--- src/rtl/plcp_pkg.sv ---
// Shared types and constants for the 802.11a PLCP frame sequencer.
package plcp_pkg;

   typedef enum logic [2:0] {
      StIdle,
      StPreamble,
      StSignal,
      StService,
      StData,
      StTail
   } plcp_state_e;

   // RATE codes R1..R4 (MSB is R1)
   localparam logic [3:0] Rate6  = 4'b1101;
   localparam logic [3:0] Rate9  = 4'b1111;
   localparam logic [3:0] Rate12 = 4'b0101;
   localparam logic [3:0] Rate18 = 4'b0111;
   localparam logic [3:0] Rate24 = 4'b1001;
   localparam logic [3:0] Rate36 = 4'b1011;
   localparam logic [3:0] Rate48 = 4'b0001;
   localparam logic [3:0] Rate54 = 4'b0011;

   localparam int unsigned SigRateW  = 4;
   localparam int unsigned SigRsvdW  = 1;
   localparam int unsigned SigLenW   = 12;
   localparam int unsigned SigParW   = 1;
   localparam int unsigned SigTailW  = 6;
   localparam int unsigned SigTotalW = SigRateW + SigRsvdW + SigLenW + SigParW + SigTailW;

   // x^7 + x^4 + 1: feedback from state bits 6 and 3
   localparam logic [6:0] ScrTaps = 7'b100_1000;

   function automatic logic is_valid_rate(input logic [3:0] rate);
      logic ok;
      case (rate)
         Rate6, Rate9, Rate12, Rate18, Rate24, Rate36, Rate48, Rate54: ok = 1'b1;
         default: ok = 1'b0;
      endcase
      return ok;
   endfunction

endpackage

--- src/rtl/plcp_scrambler.sv ---
// 7-bit frame-synchronous scrambler LFSR with seed load and advance enable.
module plcp_scrambler
   import plcp_pkg::*;
#(
   parameter logic [6:0] Seed = 7'h5D
) (
   input  logic clk_i,
   input  logic rst_i,
   input  logic load_i,
   input  logic en_i,
   output logic bit_o
);

   logic [6:0] state_q, state_d;
   logic       fb;

   assign fb    = ^(state_q & ScrTaps);
   assign bit_o = fb;

   always_comb begin
      state_d = state_q;
      if (load_i) begin
         state_d = Seed;
      end else if (en_i) begin
         state_d = {state_q[5:0], fb};
      end
   end

   always_ff @(posedge clk_i) begin
      if (rst_i) begin
         state_q <= Seed;
      end else begin
         state_q <= state_d;
      end
   end

endmodule

--- src/rtl/plcp_frame_tx.sv ---
// 802.11a PLCP frame sequencer: preamble, SIGNAL, scrambled SERVICE/PSDU, tail.
module plcp_frame_tx
   import plcp_pkg::*;
#(
   parameter int unsigned              PREAMBLE_BITS    = 96,
   parameter logic [PREAMBLE_BITS-1:0] PREAMBLE_PATTERN = {12{8'hAA}},
   parameter logic [6:0]               SCRAMBLER_SEED   = 7'h5D,
   parameter int unsigned              LENGTH_WIDTH     = 12,
   parameter int unsigned              SERVICE_BITS     = 16,
   parameter int unsigned              TAIL_BITS        = 6
) (
   input  logic                    clk_i,
   input  logic                    rst_i,
   input  logic                    start_i,
   input  logic [3:0]              rate_i,
   input  logic [LENGTH_WIDTH-1:0] length_i,
   input  logic                    data_i,
   input  logic                    data_valid_i,
   output logic                    data_ready_o,
   output logic                    out_o,
   output logic                    out_valid_o,
   output logic                    busy_o,
   output logic                    done_o,
   output logic                    error_o
);

   localparam int unsigned CntW  = (LENGTH_WIDTH + 3 > 8) ? LENGTH_WIDTH + 3 : 8;
   localparam int unsigned CopyW = (LENGTH_WIDTH < SigLenW) ? LENGTH_WIDTH : SigLenW;

   plcp_state_e             state_q, state_d;
   logic [CntW-1:0]         cnt_q, cnt_d;
   logic [3:0]              rate_q, rate_d;
   logic [LENGTH_WIDTH-1:0] len_q, len_d;
   logic                    out_q, out_d;
   logic                    out_valid_q, out_valid_d;
   logic                    busy_q, busy_d;
   logic                    done_q, done_d;
   logic                    error_q, error_d;

   logic                    scr_load, scr_en, scr_bit;
   logic                    data_ready;
   logic [SigLenW-1:0]      sig_len;
   logic [SigTotalW-1:0]    sig_field;
   logic [SigTotalW-1:0]    sig_sh;
   logic [PREAMBLE_BITS-1:0] pre_sh;
   logic [CntW-1:0]         data_total;

   plcp_scrambler #(
      .Seed (SCRAMBLER_SEED)
   ) u_scrambler (
      .clk_i  (clk_i),
      .rst_i  (rst_i),
      .load_i (scr_load),
      .en_i   (scr_en),
      .bit_o  (scr_bit)
   );

   // SIGNAL field with bit 0 being the first bit on the line (R1)
   always_comb begin
      sig_len = '0;
      for (int i = 0; i < CopyW; i++) begin
         sig_len[i] = len_q[i];
      end
      sig_field = {{SigTailW{1'b0}}, ^{rate_q, sig_len}, sig_len, 1'b0,
                   rate_q[0], rate_q[1], rate_q[2], rate_q[3]};
   end

   assign sig_sh     = sig_field >> cnt_q;
   assign pre_sh     = PREAMBLE_PATTERN << cnt_q;
   assign data_total = CntW'({len_q, 3'b000});

   always_comb begin
      state_d     = state_q;
      cnt_d       = cnt_q;
      rate_d      = rate_q;
      len_d       = len_q;
      out_d       = 1'b0;
      out_valid_d = 1'b0;
      done_d      = 1'b0;
      error_d     = 1'b0;
      busy_d      = (state_q != StIdle);
      scr_load    = 1'b0;
      scr_en      = 1'b0;
      data_ready  = 1'b0;

      unique case (state_q)
         StIdle: begin
            if (start_i) begin
               if (is_valid_rate(rate_i) && (length_i != '0)) begin
                  rate_d   = rate_i;
                  len_d    = length_i;
                  cnt_d    = '0;
                  scr_load = 1'b1;
                  state_d  = StPreamble;
               end else begin
                  error_d = 1'b1;
               end
            end
         end
         StPreamble: begin
            out_d       = pre_sh[PREAMBLE_BITS-1];
            out_valid_d = 1'b1;
            if (cnt_q == CntW'(PREAMBLE_BITS - 1)) begin
               cnt_d   = '0;
               state_d = StSignal;
            end else begin
               cnt_d = cnt_q + CntW'(1);
            end
         end
         StSignal: begin
            out_d       = sig_sh[0];
            out_valid_d = 1'b1;
            if (cnt_q == CntW'(SigTotalW - 1)) begin
               cnt_d   = '0;
               state_d = StService;
            end else begin
               cnt_d = cnt_q + CntW'(1);
            end
         end
         StService: begin
            out_d       = scr_bit;
            out_valid_d = 1'b1;
            scr_en      = 1'b1;
            if (cnt_q == CntW'(SERVICE_BITS - 1)) begin
               cnt_d   = '0;
               state_d = StData;
            end else begin
               cnt_d = cnt_q + CntW'(1);
            end
         end
         StData: begin
            data_ready = 1'b1;
            // A stall holds both the bit counter and the scrambler
            if (data_valid_i) begin
               out_d       = data_i ^ scr_bit;
               out_valid_d = 1'b1;
               scr_en      = 1'b1;
               if (cnt_q == data_total - CntW'(1)) begin
                  cnt_d   = '0;
                  state_d = StTail;
               end else begin
                  cnt_d = cnt_q + CntW'(1);
               end
            end
         end
         StTail: begin
            out_valid_d = 1'b1;
            scr_en      = 1'b1;
            if (cnt_q == CntW'(TAIL_BITS - 1)) begin
               cnt_d   = '0;
               done_d  = 1'b1;
               state_d = StIdle;
            end else begin
               cnt_d = cnt_q + CntW'(1);
            end
         end
         default: begin
            state_d = StIdle;
            cnt_d   = '0;
         end
      endcase
   end

   always_ff @(posedge clk_i) begin
      if (rst_i) begin
         state_q     <= StIdle;
         cnt_q       <= '0;
         rate_q      <= '0;
         len_q       <= '0;
         out_q       <= 1'b0;
         out_valid_q <= 1'b0;
         busy_q      <= 1'b0;
         done_q      <= 1'b0;
         error_q     <= 1'b0;
      end else begin
         state_q     <= state_d;
         cnt_q       <= cnt_d;
         rate_q      <= rate_d;
         len_q       <= len_d;
         out_q       <= out_d;
         out_valid_q <= out_valid_d;
         busy_q      <= busy_d;
         done_q      <= done_d;
         error_q     <= error_d;
      end
   end

   assign data_ready_o = data_ready;
   assign out_o        = out_q;
   assign out_valid_o  = out_valid_q;
   assign busy_o       = busy_q;
   assign done_o       = done_q;
   assign error_o      = error_q;

endmodule

--- config.mk ---
export PLATFORM = sky130hd
export DESIGN_NAME = plcp_frame_tx
export DESIGN_NICKNAME = d
export VERILOG_FILES = /design/src/rtl/plcp_pkg.sv /design/src/rtl/plcp_scrambler.sv /design/src/rtl/plcp_frame_tx.sv
export SDC_FILE = /design/constraint.sdc
export NUM_CORES = 1
export LEC_CHECK = 0
export ABC_CLOCK_PERIOD_IN_PS = 1800
export CORE_MARGIN = 2
export CORE_UTILIZATION = 52
export DETAILED_ROUTE_END_ITERATION = 12
export GPL_ROUTABILITY_DRIVEN = 0
export PLACE_DENSITY_LB_ADDON = 0.15
export SLEW_MARGIN = 20
export SYNTH_ARGS = -nofsm -noshare
export SYNTH_HDL_FRONTEND = slang
export SYNTH_SLANG_ARGS = --single-unit
--- constraint.sdc ---
create_clock -name clk_i -period 1.8 [get_ports clk_i]
set_input_delay 0.27 -clock clk_i [delete_from_list [all_inputs] [get_ports clk_i]]
set_output_delay 0.27 -clock clk_i [all_outputs]
set_load 0.03 [all_outputs]
; After elaboration in Yosys (flattened, before gate mapping)
; Memories as Yosys holds them, arrays and structs flattened.
; Cells that the tools add are included.
[word_totals]
ff_bits = 46
mem_count = 1
output_inout_bits = 6
in_bits = 21
elab_cells = 82
rom_bits = 16
[memory_table]
columns = memory, words, word_bits, rd, rd_ports_with_merged_regs, wr, line_no
row1 = (no name shown), 16, 1, 1, 0, 0, plcp_pkg.sv:35  ; case (rate)
[op_classes]
addsub = 2
muxes = 31
n_bitwise = 4
shifts = 2
eq_ne = 18
n_reduce_logical = 14
[ops]
columns = cell, n
row1 = 2-to-1 mux 15 bit, 8
row2 = "left shift 96 x 15 -> 96 bit, first input constant", 1
row3 = one-hot mux 15 bit (6 select lines), 1
row4 = 2-to-1 mux 3 bit, 8
row5 = one-hot mux 3 bit (6 select lines), 1
row6 = >> shifter 18 x 15 -> 1 bit, 1
row7 = "!= test 2 bit, second input constant", 8
row8 = XOR reduction 16 bit, 1
row9 = "adder 15 x 1 -> 15 bit, second input constant", 1
row10 = equality test 15 bit, 1
row11 = "equality test 15 x 3 -> 1 bit, second input constant", 1
row12 = "equality test 15 x 4 -> 1 bit, second input constant", 1
row13 = "equality test 15 x 5 -> 1 bit, second input constant", 1
row14 = "equality test 15 x 7 -> 1 bit, second input constant", 1
row15 = "subtractor 15 x 1 -> 15 bit, second input constant", 1
row16 = nonzero test 12 bit, 1
row17 = 2-to-1 mux 1 bit, 10
row18 = AND reduction 8 bit, 1
row19 = XOR reduction 7 bit, 1
row20 = "equality test 3 x 2 -> 1 bit, second input constant", 2
row21 = "equality test 3 bit, second input constant", 2
row22 = AND reduction 3 bit, 2
row23 = OR reduction 2 bit, 3
row24 = one-hot mux 1 bit (2 select lines), 2
row25 = other kinds (9), 11

; Logic depth before layout (Yosys ltp)
; An unclocked memory read counts as a cell.
[depth]
ltp_word = 8
ltp_mapped = 9
ltp_nobuf = 8

; Hierarchy
; Synthesis repeated with hierarchy kept, for this count alone.
[hier_totals]
hier_cells = 339
hier_area_um2 = 2790.2
[modules_own_cells]
columns = module, cells_each, instances, area_per_inst_um2, seq_area_each_um2
row1 = plcp_frame_tx, 314, 1, 2518.7, 780.7
row2 = plcp_scrambler, 25, 1, 271.5, 140.1

; Worst setup path after synthesis
; Ideal clock, no wire load.
[synth_timing]
kind = register to register
start = register len_q[0]
end = register cnt_q[6]
stages_incl_launch_ff = 10
period_less_slack_ns = 1.933
path_buffers = 1
required_time_ns = 1.666
arrival_ns = 1.799
setup_ns = 0.134
slack_ns = -0.133
cell_sequence = dfxtp_1 > inv_1 > ha_1 > xor2_1 > nand4_1 > nor3b_1 > o2111ai_1 > o21ai_2 > buf_6 > a211oi_1
[synth_between]
elab_chain_len = 5
[synth_lines]
columns = item, line_no
row1 = start: declaration, plcp_frame_tx.sv:33  ; logic [LENGTH_WIDTH-1:0] len_q, len_d;
row2 = start signal: assignment, plcp_frame_tx.sv:179  ; len_q <= len_d;
row3 = subtractor 15 x 1 -> 15 bit, plcp_frame_tx.sv:138  ; if (cnt_q == data_total - CntW'(1)) begin
row4 = equality test 15 bit, plcp_frame_tx.sv:138
row5 = 2-to-1 mux 15 bit, plcp_frame_tx.sv:138
row6 = 2-to-1 mux 15 bit, plcp_frame_tx.sv:134  ; if (data_valid_i) begin
row7 = one-hot mux 15 bit (6 select lines), plcp_frame_tx.sv:86  ; unique case (state_q)
row8 = end signal: assignment, plcp_frame_tx.sv:177  ; cnt_q <= cnt_d;
row9 = end: declaration, plcp_frame_tx.sv:31  ; logic [CntW-1:0] cnt_q, cnt_d;
; Every way passes these cells. The select of a mux whose other input is x is not followed.
; A chain may end at the register's enable or synchronous reset.

; Worst setup path in the final report
[layout_timing]
start = register len_q[4]
end = register cnt_q[0]
; Same word-level chain as after synthesis.

==> flow_summary.yaml <==
sta:
  fin_crit_ps: 2060
  tightestPinTransition_ps: 517
  fin_crit_sh_pct: 114
  fin_skew_ps: 2.60
  grt_setup_unrepaired: "true"
  relSlewSlack_pct: 65.3
  setup_viol: 19
  post-route-worst-setup-slack_ps: -261
  max_freq_mhz: 485
  hold_viol_final: 0
  slew_violations: 0
critical_path:
  cp_slowest_cell: "dfxtp_1"
  crit_path_max_incr_delay_ps: 460
  timing.rr.start: "len_q[4]"
  path_class: "flop to flop"
  path_cells: "inv_1 > ha_1 > nand3_1 > xnor2_1 > nor3b_2 > o2111ai_2 > o21ai_4 > buf_4 > buf_6 > o41ai_1"
  cp.depth: 10
  startpoint_type: "flop"
  crit_required_ps: 2000
  crit_family: "compound AO/OA/AOI/OAI gates"
  crit_arrival_ps: 2260
  ff2ff_path_depth: 10
  end_kind: "flop"
  path_max_fanout: 4
  startpoint: "len_q[4]"
  cp_num_buf_inv: 3
outcome:
  violations: "negative setup slack"
  status: "complete, but fails checks"
die:
  boundaryPins: 27
  dieArea_mm2: 0.00633
  die_h_um: 79.5
  start_util_pct: 53.9
  placeableCoreArea_mm2: 0.00551
  die_w_um: 79.5
  rows: 27
route:
  first_iter_violations: 165
  dr.pass1.iters: 4
  drtAntennaViolNets: 0
  drc: 0
  routed_via_density: 5.60
  routedWlPerCell_um: 16.9
  wl_mm: 8.48
  via_count: 2813
pwr:
  p_sw_mw: 1.73
  power_frac_comb_pct: 56.2
  powerDensity_mw_per_mm2: 1040
  power_frac_clock_pct: 14.7
  p_int_mw: 2.71
  power.total_mw: 4.45
  p_leak_nw: 1.84
  sw_frac_of_total_pct: 39.0
  max-vdd-ir-drop_v: 0.000837
  seq_power_share_pct: 29.1
cts:
  clk_latency_ps: 310
  ctsHoldBuffers: 0
  cts_tree: "built"
  cts.clk_slew.worst_paths_ps: 90
  htree_levels: 2
  cts_buffers: 5
  clockBufferDepth: 2
  cts-root-buf: "clkbuf_8"
  cts.sinks: 46
synthesis:
  synth.cell_area_mm2: 0.00297
  synthesis.instances: 322
  synth-edff-count: 0
  syn-num-nets: 351
  synth-main-ff-cell: "dfxtp_1"
  yosysUniqueCellTypes: 61
  yosys_warnings: 0
  syn_area_per_cell_um2: 9.22
  async_flop_share_pct: 0
  ys_top_cells_by_area: "dfxtp_1 31%, xnor2_1 8.6%, mux2i_1 7.4%"
  yosys.area.top_type_share_pct: 31.0
  ys_ff_latch: 46
  synth_top_area_cell: "dfxtp_1"
  yosysSeqAreaShare_pct: 31.0
global_routing:
  grtUsageMet1_pct: 32.5
  grt_pass1_wl_mm: 13.0
  met2_usage_pct: 46.1
  grt_usage_pct: 26.4
  antenna_found_initial: 0
  grt-ovfl-total: 0
  grt-busiest-layer: "met2"
  grt_max_degree: 19
  grt_use_met3_pct: 4.52
  grt_pass1_vias: 2782
cells_and_area:
  syn_to_final_growth_pct: 43.8
  finish.net_count: 458
  finish.utilization_pct: 77.5
  num_antenna_cells: 0
  most-common-layout-cells: "84 x buf_4, 35 x dfxtp_1, 29 x nor2_1"
  drive_above_1_share_pct: 37.2
  layout.cells.most_common: "buf_4"
run:
  maxCapViolations: 0
min_path:
  hp-class: "input port to flop"
  hold_start: "length_i[5]"
  hold_depth: 4
placed_design:
  dpl.hpwl_mm: 5.74
  portBuffers: 26
  dp_slack_ps: -492
==> timing repair <==
| item | CTS | global route |
|---|---|---|
| hold endpoints to repair | 0 | 0 |
| resized for setup | 33 | 24 |
| cloned | 3 | 2 |
| buffers inserted | 8 | 5 |
| setup endpoints to repair | 34 | 35 |
| pin swaps | 7 | 14 |
==> state kept, by name (all words and copies together) (netlist names) <==
signal               cells
cnt_q                   15
done_o                   1
error_o                  1
busy_o                   1
u_scrambler.state_q      7
rate_q                   4
out_valid_o              1
len_q                   12
state_q                  3
out_o                    1
==> metrics by stage <==
step	area, µm²	TNS (ps)	std cells	hold WS (ps)
global placement	3830	-12440	479	454
detailed placement	3830	-14430	479	465
CTS	4130	-3690	497	364
finish	4270	-3800	502	366
global route	4270	-5690	502	407
floorplan	3010	-134	322	388
==> power groups by stage <==
stage                     sequential, mW  clock [mW]  combinational [mW]
after global routing                1.31       0.691                2.68
final                               1.29       0.653                2.50
after global placement              1.30           0                2.08
after floorplan                     1.32           0                1.35
after detailed placement            1.30           0                2.13
after CTS                           1.28       0.660                2.29
==> layer usage <==
metal | wire (µm) | vias to the layer above
li1 | - | 1365
met1 | 3590 | 1365
met2 | 4300 | 63
met3 | 371 | 20
met4 | 213 | 0
met5 | 0 | -
==> worst min-delay path: stages <==
cell and delay (ps):
dlymetal6s2s_1 120, buf_4 120, mux2i_1 50, nor2_1 80
==> cells in the mapped netlist, types with 4 or more instances <==
cell,number
buf_6,4
clkbuf_8,4
xor2_1,14
a211oi_1,15
a21oi_1,11
nand3b_1,4
nand4_1,6
nand3_1,9
inv_1,14
o21ai_0,4
a31oi_1,4
buf_2,4
nand2_1,15
dfxtp_1,46
ha_1,8
mux2i_1,22
nor4_1,7
nand4b_1,4
nor3_1,9
nor2_1,30
xnor2_1,29
==> cells by family (layout without fill, tap and decap cells) <==
| logic type | count (synthesis) | in the layout | share of synthesized area [%] |
|---|---|---|---|
| AO/OA/AOI/OAI | 52 | 52 | 13.3 |
| XOR/XNOR | 43 | 43 | 12.7 |
| adder cells (fa/ha/maj) | 8 | 8 | 3.37 |
| buffers and inverters | 35 | 143 | 7.55 |
| flip-flops | 46 | 46 | 31.0 |
| multiplexers | 28 | 28 | 10.8 |
| AND/OR/NAND/NOR | 110 | 110 | 21.2 |
==> final timing paths <==
| check | endpoint | slack [ps] |
|---|---|---|
| worst max-delay path | cnt_q[0] | -260 |
| worst min-delay path | len_q[5] | 370 |
| worst max register to register | cnt_q[0] | -260 |
| worst min register to register | u_scrambler.state_q[3] | 480 |
==> layout make-up <==
class,count,area [µm²]
multi-input combinational,241,2020
fill,364,1240
timing repair buffer,121,1070
sequential,46,945
tap,72,90.1
clock buffer,5,68.8
inverter,14,55.1
clock inverter,3,21.3
(Power assumes the default switching activity.)
==> patch (same flow settings) <==
Reset style: asynchronous (`rst_i`), changed in 2 clocked blocks.
--- a/src/rtl/plcp_scrambler.sv
+++ b/src/rtl/plcp_scrambler.sv
@@ -28,3 +28,3 @@
 
-   always_ff @(posedge clk_i) begin
+   always_ff @(posedge clk_i or posedge rst_i) begin
       if (rst_i) begin
--- a/src/rtl/plcp_frame_tx.sv
+++ b/src/rtl/plcp_frame_tx.sv
@@ -163,3 +163,3 @@
 
-   always_ff @(posedge clk_i) begin
+   always_ff @(posedge clk_i or posedge rst_i) begin
       if (rst_i) begin
Formal check against the unedited RTL: differs if rst_i is asserted again (counterexample within 4 cycles, from zero or initial values and one cycle with rst_i high); with rst_i held inactive, the same outputs for 10 cycles.
==> patch against the original RTL <==
The run still ends with setup timing left; count of clock-buffer cells in the layout is the same; hold slack worse by 67 ps; design area rose by 6.1%; via count rose by 12%; non-clock buffer count increased by 6; setup slack worse by 380 ps; area after synthesis grew 2.0%; sequential cell count stayed put; wire length rose by 15%; die area grew 1.9%; largest cell class unchanged.
Power is not compared: it rests on default switching activity, and its combinational part moved more than twofold at a synthesized area within 25%.
==> patch: results <==
[route]
drtIter0Drc = 251
via_count = 3159
wire_per_inst_um = 18.1
dr.pass1.iters = 4

[outcome]
status = complete, but fails checks
failed_checks = setup timing

[cts]
cts_buffers = 5
htree_levels = 2
clk_latency_ps = 320
clk_path_buf_depth = 2
cts_root_buf = clkbuf_8
clk_pin_slew_ps = 100

[yosys]
yosysSeqAreaShare_pct = 38.2
ys_async_sr_fraction_pct = 100
yosysWarnings = 0
synthTopCellsByArea = dfrtp_1, nand2_1, xnor2_1
yosysUniqueCellTypes = 53
synth_nets = 378
synth_common_cells = nand2_1, dfrtp_1, nor2_1

[placed_design]
placed_area_um2 = 4060
io_buffers = 26
dp_hpwl_mm = 6.42

[grt]
grt_max_degree = 26
grtUsageTotal_pct = 29.0
grt_pass1_vias = 3081
antenna_found_initial = 0
grt_pass1_wl_mm = 14.3

[sta]
setup-violations-final = 18
timing.setup.tns_ps = -9990
slew_headroom_pct = 73.6
setup_slack_ps = -641
finalMaxSlewViolations = 0
clock-skew-final_ps = 13.8

[cells_and_area]
drive_gt1_share_pct = 38.3
reg_top3 = cnt_q (15), len_q (12), u_scrambler.state_q (7)
final_net_count = 493
antenna_cells = 0

[power]
ir_worst_vdd_v = 0.000410
swShare_pct = 20.8
p_leak_uw = 0.00204

[critical_path]
path_max_fanout = 4
critPathArrivalTime_ps = 2630

[worst_hold_path]
hold_path_class = input pin to asynchronous set/reset pin
==> patch: worst paths after layout <==
path,from,to,depth (start not counted)
max,len_q[2]$_DFFE_PP0P_,cnt_q[14]$_DFFE_PP0P_,10
min,rst_i,cnt_q[5]$_DFFE_PP0P_,3
max reg2reg,len_q[2]$_DFFE_PP0P_,cnt_q[14]$_DFFE_PP0P_,10
min reg2reg,u_scrambler.state_q[1]$_DFFE_PP0P_,u_scrambler.state_q[2]$_DFFE_PP1P_,2
max in group asynchronous,rst_i,len_q[4]$_DFFE_PP0P_,3
min in group clk_i,rate_i[2],rate_q[2]$_DFFE_PP0P_,3
==> patch: power by group through the flow <==
stage / clock network [uW] / logic [uW] / registers, uW
3_5_place_dp: 0 / 95.3 / 1050
4_1_cts: 942 / 95.7 / 1030
5_1_grt: 989 / 109 / 1030
6_report: 947 / 100 / 1030
3_3_place_gp: 0 / 93.9 / 1050
2_1_floorplan: 0 / 19.1 / 1050
==> patch: cell families (layout without fill, tap and decap cells) <==
logic type / after synthesis / after routing / synth area share (%)
mux: 11 / 11 / 4.92
flops: 46 / 46 / 38.2
xor+xnor: 30 / 30 / 9.14
compound gates: 62 / 62 / 13.0
simple gates: 157 / 157 / 26.3
fa+ha+maj: 8 / 8 / 3.31
buf+inv: 35 / 151 / 5.04
==> patch: what timing repair did <==
item | in CTS | in global routing
pin swaps | 34 | 22
endpoints found under the hold margin | 0 | 0
hold buffers | 0 | 0
setup endpoints to repair | 18 | 34
buffers inserted | 7 | 5
resized for setup | 35 | 19
==> patch: layout make-up <==
class,count,area [um^2]
Fill cell,359,1040
Clock inverter,3,68.8
Multi-Input combinational cell,268,2000
Sequential cell,46,1160
Inverter,16,60.1
Clock buffer,5,68.8
Tap cell,72,90.1
Timing Repair Buffer,127,1080
==> patch: metal layers <==
metal	track usage [%]	part of all wire, %	vias to the layer above
met1	34.0	38	1538
met4	8.47	3.3	0
met3	4.94	5.6	35
met5	0	0	-
met2	53.6	53	134
li1	-	-	1452
==> patch: worst max-delay path: stages, from the launching register on <==
cell      delay (ps)
dfrtp_1          410
inv_2            100
ha_4             150
nand4_1          160
xnor2_1          170
or4_4            550
nor4_4           200
a21oi_2          140
nor2_2           150
buf_4            160
o211ai_1         110
==> patch: through the flow <==
step,power (uW),util (%),instances,setup WS [ps],hold WS [ps]
final,2080,81.3,537,-641,299
after global routing,2130,81.3,537,-723,344
after CTS,2070,78.9,533,-580,318
after detailed placement,1150,72.8,518,-568,507
after global placement,1150,72.8,518,-474,478
after floorplan,1070,-,349,-452,352
